## src/rtl/ir_fifo_pkg.sv

```systemverilog
// ----------------------------------------------------------------------------
// ir_fifo_pkg
// Default geometry for the IR buffer controller. The values are the same as
// the IR buffer's ADDR_WIDTH, IR_DATA_WIDTH and RAM_DEPTH macros, so the
// controller's parameter defaults match the RAM it sits in front of.
// ----------------------------------------------------------------------------
package ir_fifo_pkg;

  localparam int ADDR_WIDTH    = 4;
  localparam int IR_DATA_WIDTH = 8;
  localparam int RAM_DEPTH     = 1 << ADDR_WIDTH;

endpackage : ir_fifo_pkg

```

## src/rtl/ir_fifo_ptr.sv

```systemverilog
// ----------------------------------------------------------------------------
// ir_fifo_ptr
// Wrapping ADDR_W-bit RAM pointer. The pointer wraps naturally because the
// RAM depth is exactly 2**ADDR_W.
//
// Ports
//   clk    in   1       clock, all state on posedge
//   reset  in   1       synchronous active-high reset to 0
//   clr    in   1       synchronous clear to 0 (flush)
//   inc    in   1       advance pointer by one entry
//   ptr    out  ADDR_W  current pointer value
// ----------------------------------------------------------------------------
module ir_fifo_ptr
  import ir_fifo_pkg::*;
#(
  parameter int ADDR_W = ADDR_WIDTH
) (
  input  logic              clk,
  input  logic              reset,
  input  logic              clr,
  input  logic              inc,
  output logic [ADDR_W-1:0] ptr
);

  logic [ADDR_W-1:0] r_ptr;

  always_ff @(posedge clk) begin
    if (reset || clr) begin
      r_ptr <= '0;
    end else if (inc) begin
      r_ptr <= r_ptr + ADDR_W'(1);
    end
  end

  assign ptr = r_ptr;

endmodule : ir_fifo_ptr

```

## src/rtl/ir_fifo_ctrl.sv

```systemverilog
// ----------------------------------------------------------------------------
// ir_fifo_ctrl
// Write/read controller in front of the IR dual-port buffer RAM (async read).
// The RAM holds DEPTH entries and a registered output stage holds one more,
// so the pair behaves as a DEPTH+1 entry FIFO. There is no bypass: a flit
// accepted at edge N is written at edge N and reaches out_data at edge N+1.
//
// Ports
//   clk        in   1         clock, all state on posedge
//   reset      in   1         synchronous active-high reset
//   flush      in   1         synchronous clear of all queued data
//   in_valid   in   1         upstream flit valid
//   in_data    in   DATA_W    upstream flit
//   in_ready   out  1         flit accepted this cycle
//   wr_cs      out  1         RAM chip select (write port)
//   wr_we      out  1         RAM write enable
//   wr_addr    out  ADDR_W    RAM write address
//   wr_data    out  DATA_W    RAM write data
//   rd_addr    out  ADDR_W    RAM read address
//   rd_data    in   DATA_W    RAM read data (combinational from rd_addr)
//   out_valid  out  1         output register holds a flit
//   out_data   out  DATA_W    head flit, registered
//   out_ready  in   1         downstream accepts the flit
//   count      out  ADDR_W+1  entries held in RAM (output register excluded)
// ----------------------------------------------------------------------------
module ir_fifo_ctrl
  import ir_fifo_pkg::*;
#(
  parameter int ADDR_W = ADDR_WIDTH,
  parameter int DATA_W = IR_DATA_WIDTH,
  parameter int DEPTH  = RAM_DEPTH       // must equal 2**ADDR_W
) (
  input  logic              clk,
  input  logic              reset,
  input  logic              flush,
  input  logic              in_valid,
  input  logic [DATA_W-1:0] in_data,
  output logic              in_ready,
  output logic              wr_cs,
  output logic              wr_we,
  output logic [ADDR_W-1:0] wr_addr,
  output logic [DATA_W-1:0] wr_data,
  output logic [ADDR_W-1:0] rd_addr,
  input  logic [DATA_W-1:0] rd_data,
  output logic              out_valid,
  output logic [DATA_W-1:0] out_data,
  input  logic              out_ready,
  output logic [ADDR_W:0]   count
);

  localparam logic [ADDR_W:0] C_DEPTH = (ADDR_W + 1)'(DEPTH);
  localparam logic [ADDR_W:0] C_ONE   = (ADDR_W + 1)'(1);

  logic [ADDR_W:0]   r_cnt;
  logic              r_out_valid;
  logic [DATA_W-1:0] r_out_data;

  logic              w_full;
  logic              w_empty;
  logic              w_in_ready;
  logic              w_push;
  logic              w_pop;
  logic [ADDR_W-1:0] w_wr_ptr;
  logic [ADDR_W-1:0] w_rd_ptr;

  assign w_full  = (r_cnt == C_DEPTH);
  assign w_empty = (r_cnt == '0);

  // Full blocks the write even if a pop frees a slot this same cycle; the
  // freed slot becomes visible next cycle. Keeps in_ready off the pop path.
  assign w_in_ready = !reset && !flush && !w_full;
  assign w_push     = in_valid && w_in_ready;

  // Refill the output register whenever it is empty or being drained.
  // During flush the state update below discards this, so out_ready is
  // effectively ignored in that cycle.
  assign w_pop = !w_empty && (!r_out_valid || out_ready);

  ir_fifo_ptr #(.ADDR_W(ADDR_W)) u_wr_ptr (
    .clk   (clk),
    .reset (reset),
    .clr   (flush),
    .inc   (w_push),
    .ptr   (w_wr_ptr)
  );

  // The pop is gated by flush here as well so the read pointer clears
  // cleanly instead of racing the clear with an increment.
  ir_fifo_ptr #(.ADDR_W(ADDR_W)) u_rd_ptr (
    .clk   (clk),
    .reset (reset),
    .clr   (flush),
    .inc   (w_pop && !flush),
    .ptr   (w_rd_ptr)
  );

  always_ff @(posedge clk) begin
    if (reset) begin
      r_cnt       <= '0;
      r_out_valid <= 1'b0;
      r_out_data  <= '0;
    end else if (flush) begin
      // Queued flits are dropped; out_data keeps its last value.
      r_cnt       <= '0;
      r_out_valid <= 1'b0;
    end else begin
      case ({w_push, w_pop})
        2'b10:   r_cnt <= r_cnt + C_ONE;
        2'b01:   r_cnt <= r_cnt - C_ONE;
        default: r_cnt <= r_cnt;
      endcase

      if (w_pop) begin
        r_out_data  <= rd_data;
        r_out_valid <= 1'b1;
      end else if (r_out_valid && out_ready) begin
        r_out_valid <= 1'b0;
      end
    end
  end

  // Write and read pointers only coincide when the RAM is empty or full, so
  // the write port and the prefetch read never touch the same live entry.
  assign in_ready  = w_in_ready;
  assign wr_cs     = w_push;
  assign wr_we     = w_push;
  assign wr_addr   = w_wr_ptr;
  assign wr_data   = in_data;
  assign rd_addr   = w_rd_ptr;
  assign out_valid = r_out_valid;
  assign out_data  = r_out_data;
  assign count     = r_cnt;

endmodule : ir_fifo_ctrl

```

## config.mk

```make
export PLATFORM = sky130hd
export DESIGN_NAME = ir_fifo_ctrl
export DESIGN_NICKNAME = d
export VERILOG_FILES = /design/src/rtl/ir_fifo_pkg.sv /design/src/rtl/ir_fifo_ptr.sv /design/src/rtl/ir_fifo_ctrl.sv
export SDC_FILE = /design/constraint.sdc
export NUM_CORES = 1
export LEC_CHECK = 0
export CORE_MARGIN = 2
export CORE_UTILIZATION = 39
export CTS_CLUSTER_DIAMETER = 50
export DETAILED_ROUTE_END_ITERATION = 8
export PLACE_DENSITY = 0.78
export REMOVE_ABC_BUFFERS = 1
export SLEW_MARGIN = 10
export SYNTH_ARGS = -nofsm -noshare
export SYNTH_HDL_FRONTEND = slang
export SYNTH_SLANG_ARGS = --single-unit
```

## constraint.sdc

```tcl
create_clock -name clk -period 3.3 [get_ports clk]
set_input_delay 0.66 -clock clk [delete_from_list [all_inputs] [get_ports clk]]
set_output_delay 0.66 -clock clk [all_outputs]
set_load 0.03 [all_outputs]
```

==> results of run 1 <==
[worst max-delay path by stage]
stage	depth (start not counted)	to
2_1_floorplan	9	count[4]
3_3_place_gp	4	in_ready
3_5_place_dp	9	count[4]
4_1_cts	5	wr_cs
5_1_grt	5	wr_cs
6_report	4	in_ready
[where the power goes]
group	total (mW)	internal, mW	switching, mW
combinational	0.105	0.0513	0.0534
sequential	0.278	0.272	0.00651
clock	0.119	0.0426	0.0764
total	0.502	0.366	0.136
[state kept, by name, summed over array words and instances, names as in the netlist]
| name | count |
|---|---|
| out_data | 8 |
| count | 5 |
| u_wr_ptr.ptr | 4 |
| out_valid | 1 |
| u_rd_ptr.ptr | 4 |
[per-stage QoR]
stage | setup WS, ns | cells | instance area [um^2] | utilization [%] | total power, mW
after floorplan | 0.6767 | 109 | 1066 | - | 0.3447
after global placement | 0.3322 | 181 | 1505 | 54.12 | 0.3871
after detailed placement | 0.2726 | 181 | 1505 | 54.12 | 0.3889
after CTS | 0.3076 | 184 | 1528 | 54.93 | 0.5093
after global routing | 0.2192 | 184 | 1528 | 54.93 | 0.5295
final | 0.3242 | 184 | 1528 | 54.93 | 0.5019
[placed cells by master (no fill, tap or decap), types with 2 or more instances in the layout]
| cell | instances |
|---|---|
| inv_1 | 6 |
| ha_1 | 6 |
| nor2_1 | 22 |
| buf_4 | 4 |
| mux2i_1 | 12 |
| o211ai_1 | 4 |
| or4_1 | 2 |
| xor2_1 | 5 |
| nand2_1 | 4 |
| clkbuf_4 | 3 |
| or2_2 | 2 |
| nor2b_1 | 2 |
| nand3_1 | 3 |
| dfxtp_1 | 22 |
| a21oi_1 | 4 |
| clkdlybuf4s50_1 | 37 |
[per-layer routing]
metal	part of all wire, %	routed length (um)
met5	0	0
met4	2.1	48
met3	9.8	225
met2	46	1043
met1	42	973
[layout make-up]
class                           instances  area share [%]
Clock buffer                            3           1.474
Inverter                                7           1.720
Multi-Input combinational cell         80           39.23
Sequential cell                        22           28.83
Tap cell                               31           2.539
Timing Repair Buffer                   41           26.21
[cells by family (layout without fill, tap and decap cells)]
logic type,count (synthesis),in the layout
xor gates and xnor gates,6,6
muxes,12,12
and+or+nand+nor,41,41
AOI/OAI and AO/OA,14,14
buffers and inverters,19,51
DFF,22,22
adders and majority gates,7,7
[critical path, cell delays in order]
cell and delay, ns:
clkdlybuf4s50_1 0.46, or2_2 0.32, a21oi_1 0.18, clkdlybuf4s50_1 0.70
==> out/results.ini, run 1 <==
[clock_network]
h-tree-depth=1
cts_buffer_depth=2
clockRootBuffer=clkbuf_4
tritoncts=done
clk_latency_ns=0.30
cts_resized=0
numCtsBuffers=3
cts_hold_buf=0
cts_setup_buffers=0
cts_num_sinks=22
path_clk_slew_ns=0.11

[floorplanning]
io_pins=54
die_w_um=58.21
initial_utilization_pct=41.21
rows=19
die_area_um2=3388
core-area_um2=2781
die_h_um=58.21

[finish]
ff_latch_area_um2=440.4
multi_input_area_um2=599.3
antenna_cells=0
drive_above_1_share_pct=9.150
area_growth_pct=33.30
num-nets-final=183
final.fill_count=263

[worst_hold_path]
hp-class=reg2reg
hold_path.startpoint=u_rd_ptr.ptr[3]
min_to=u_rd_ptr.ptr[3]
hold-path-cell-count=2

[global_route]
grt_pass1_vias=933
top_usage_layer=met2
grtUsageTotal_pct=15.57
grt_pass1_wl_mm=4.015
use_met1_pct=18.23
grt_use_met2_pct=24.51
antenna_found_initial=0
grt_overflow=0
grt_start_max_net_pins=14
grtUsageMet3_pct=6.250

[synthesis]
avgSynthCellArea_um2=9.472
synth_top_cell_area_share_pct=38.43
synth_top_family_by_area=simple AND/OR/NAND/NOR gates
synth_top_cell_by_area=dfxtp_1
synth_compound_area_share_pct=10.48
synthAdderAreaFrac_pct=8.297
ys_types=31
synth-edff-count=0
muxShareOfSynthArea_pct=10.48
yosysSeqAreaShare_pct=38.43
synth_seq_cells=22
synth_xor_area_share_pct=4.585
syn_inst=121
yosys.area_share.simple_pct=18.45
synthArstFlopShare_pct=0
yosysWarnings=0
synth.area.top_cells=dfxtp_1, mux2i_1, nor2_1
syn_area_um2=1146
synthFlopType=dfxtp_1
synth_commonest_cells=dfxtp_1, nor2_1, mux2i_1, buf_4

[drt]
wl_per_cell_um=12.45
vias=939
drtIter0Drc=14
drt-vias-per-instance=5.103
postRouteAntennaNets=0
drt_wl_total_mm=2.291
firstDrtPassIters=4
route.detailed.drc=0

[power]
p_leak_nw=0.6131
ir_worst_vdd_uv=273.0
p_per_area_nw_per_um2=328.5

[timing]
worst_pin_slew_ns=0.5547
holdWs_ns=0.5058
slew_violations=0
grt_setup_unrepaired=false
finalSetupTns_ns=0
max_freq_mhz=336.0
setup_viol=0
fin_skew_ns=0.004843
slew-limit-headroom_pct=63.02
period_share_pct=90.18
fin_crit_ns=2.976
final-hold-violation-count=0

[worst_setup_path]
worst-path-max-fanout=3
r2r_slack_ns=0.59
startpoint=flush
startpoint_type=input port
arrival_ns=2.32
r2r_end=count[4]
worstSetupPathType=in2out
rr_worst_depth=9
critPathCaptureType=primary output
reg2reg_from=count[0]
worstPathRequired_ns=2.64

[placed_design]
gp_congestion=0.7974
hpwl_mm=1.839
port-buffer-count=37

[run_status]
outcome=finished, final reports clean

[job]
drv_cap=0

No activity file was read; power rests on OpenSTA's default activity.
==> run 2, diff against run 1 <==
--- a/config.mk
+++ b/config.mk
@@ -5,7 +5,6 @@
 export SDC_FILE = /design/constraint.sdc
 export NUM_CORES = 1
 export LEC_CHECK = 0
-export CORE_MARGIN = 2
 export CORE_UTILIZATION = 39
 export CTS_CLUSTER_DIAMETER = 50
 export DETAILED_ROUTE_END_ITERATION = 8
==> out/results.ini, run 2 (synthesis results as in run 1) <==
[run_status]
outcome=finished, final reports clean  ; unchanged

[worst_setup_path]
path_common_cell=clkdlybuf4s50_1  ; unchanged
startpoint_type=input port  ; unchanged
crit_slowest_cell=clkdlybuf4s50_1  ; unchanged
critPathMaxStageDelay_ns=0.66  ; was 0.70 ns
critPathCaptureType=primary output  ; unchanged
arrival_ns=2.30  ; was 2.32 ns
critPathTopFamily=buffers and inverters  ; unchanged
crit_buf_inv=3  ; was 2
worstSetupPathType=in2out  ; unchanged
worst-path-max-fanout=3  ; unchanged
worstPathRequired_ns=2.64  ; about the same
path_cells=clkdlybuf4s50_1 > a21boi_0 > nand2_1 > inv_1 > clkdlybuf4s50_1  ; was clkdlybuf4s50_1 > or2_2 > a21oi_1 > clkdlybuf4s50_1

[placed_design]
dp_cells=181  ; unchanged
hpwl_mm=1.833  ; was 1.839 mm
dpl_worst_slack_ns=0.3048  ; was 0.2726 ns
gp_congestion=0.8276  ; was 0.7974
port-buffer-count=37  ; unchanged

[clock_network]
tritoncts=done  ; unchanged
cts_resized=0  ; unchanged
clk_latency_ns=0.30  ; about the same
clockRootBuffer=clkbuf_4  ; unchanged
cts_setup_buffers=0  ; unchanged
path_clk_slew_ns=0.12  ; was 0.11 ns
cts_buffer_depth=2  ; unchanged
numCtsBuffers=3  ; unchanged
h-tree-depth=1  ; unchanged
cts_num_sinks=22  ; unchanged
cts_hold_buf=0  ; unchanged

[finish]
layout.cells.non_filler=185  ; was 184
antenna_cells=0  ; unchanged
mostFrequentLayoutCell=clkdlybuf4s50_1  ; unchanged
layout_common_cells=clkdlybuf4s50_1, nor2_1, dfxtp_1  ; unchanged
final.fill_count=232  ; was 263
drive_above_1_share_pct=9.740  ; was 9.150%
final_core_util_pct=55.42  ; was 54.93%
largest_reg_flops=8  ; unchanged
num-nets-final=183  ; unchanged
area_growth_pct=34.50  ; was 33.30%

[global_route]
grt_pass1_wl_mm=4.064  ; was 4.015 mm
antenna_found_initial=0  ; unchanged
grt_pass1_vias=947  ; was 933
grtUsageTotal_pct=16.20  ; was 15.57%
grt_start_max_net_pins=14  ; unchanged
grt_overflow=0  ; unchanged

[power]
p_leak_nw=0.6203  ; was 0.6131 nW
ir_worst_vdd_uv=213.2  ; was 273.0 uV
p_per_area_nw_per_um2=343.3  ; was 328.5 nW/um^2

[timing]
setup_ws_ns=0.3352  ; was 0.3242 ns
slew-limit-headroom_pct=62.43  ; was 63.02%
final-hold-violation-count=0  ; unchanged
worst_pin_slew_ns=0.5636  ; was 0.5547 ns
fin_skew_ns=0.005168  ; was 0.004843 ns
period_share_pct=89.84  ; was 90.18%
setup_viol=0  ; unchanged
max_freq_mhz=337.3  ; was 336.0 MHz
grt_setup_unrepaired=false  ; unchanged
fin_crit_ns=2.965  ; was 2.976 ns
finalSetupTns_ns=0  ; unchanged
holdWs_ns=0.5013  ; was 0.5058 ns
slew_violations=0  ; unchanged

[drt]
firstDrtPassIters=4  ; unchanged
drtIter0Drc=12  ; was 14
drt-vias-per-instance=5.168  ; was 5.103
drt_wl_total_mm=2.352  ; was 2.291 mm
route.detailed.drc=0  ; unchanged
wl_per_cell_um=12.71  ; was 12.45 um
postRouteAntennaNets=0  ; unchanged
vias=956  ; was 939

[floorplanning]
die_area_um2=3160  ; was 3388 um^2
die_h_um=56.21  ; was 58.21 um
initial_utilization_pct=41.21  ; unchanged
core-area_um2=2781  ; unchanged
io_pins=54  ; unchanged
die_w_um=56.21  ; was 58.21 um
rows=19  ; unchanged

[job]
drv_cap=0  ; unchanged

[worst_hold_path]
hp-class=reg2reg  ; unchanged

## run 2: cell count changes in the layout (fill, tap and decap cells not counted)
cell / previous run / this run
clkbuf_8: 0 / 1
## run 2: path summary, 6_finish.rpt
check                  startpoint               to  slack, ns  cells past startpoint
hold reg to reg   u_rd_ptr.ptr[3]  u_rd_ptr.ptr[3]       0.50                      2
hold / removal    u_rd_ptr.ptr[3]  u_rd_ptr.ptr[3]       0.50                      2
setup / recovery         in_valid            wr_cs       0.34                      5
setup reg to reg         count[0]         count[4]       0.62                      9
## run 2: tightest hold or removal path, stage by stage (launching register included)
cell and delay (ns):
dfxtp_1 0.34, o211ai_1 0.09, nand2_1 0.05
## run 2: routing by layer
metal	share of wire, %	vias up	global-route usage [%]
met2	47	47	26.87
met1	45	438	19.48
li1	-	469	-
met5	0	-	0
met3	6.8	2	4.884
met4	0.89	0	6.620
## run 2: per-stage QoR
stage / power [mW] / cell area, um^2
after floorplan: 0.3447 / 1066
after global placement: 0.3870 / 1505
after detailed placement: 0.3900 / 1505
after CTS: 0.5360 / 1541
after global routing: 0.5601 / 1541
final: 0.5293 / 1541
## run 2: power by group
| group | leakage [nW] | switching [mW] | internal, mW |
|---|---|---|---|
| clock network | 0.0210 | 0.0782 | 0.0672 |
| logic | 0.422 | 0.0544 | 0.0514 |
| registers | 0.178 | 0.00647 | 0.272 |
| total | 0.620 | 0.139 | 0.390 |
## run 2: final cells by class
| class | count | area (um^2) | share of cell area, % |
|---|---|---|---|
| inverters | 7 | 26.28 | 1.705 |
| clock buffers | 4 | 36.28 | 2.354 |
| repair buffers | 41 | 400.4 | 25.97 |
| flip-flops and latches | 22 | 440.4 | 28.57 |
| well taps | 31 | 38.79 | 2.516 |
| multi-input cells | 80 | 599.3 | 38.88 |
==> run 3, diff against run 2 <==
--- a/config.mk
+++ b/config.mk
@@ -10,6 +10,7 @@
 export DETAILED_ROUTE_END_ITERATION = 8
 export PLACE_DENSITY = 0.78
 export REMOVE_ABC_BUFFERS = 1
+export SKIP_LAST_GASP = 1
 export SLEW_MARGIN = 10
 export SYNTH_ARGS = -nofsm -noshare
 export SYNTH_HDL_FRONTEND = slang
==> results of run 3 <==
Final layout, timing and power as in run 2 (identical DEF).
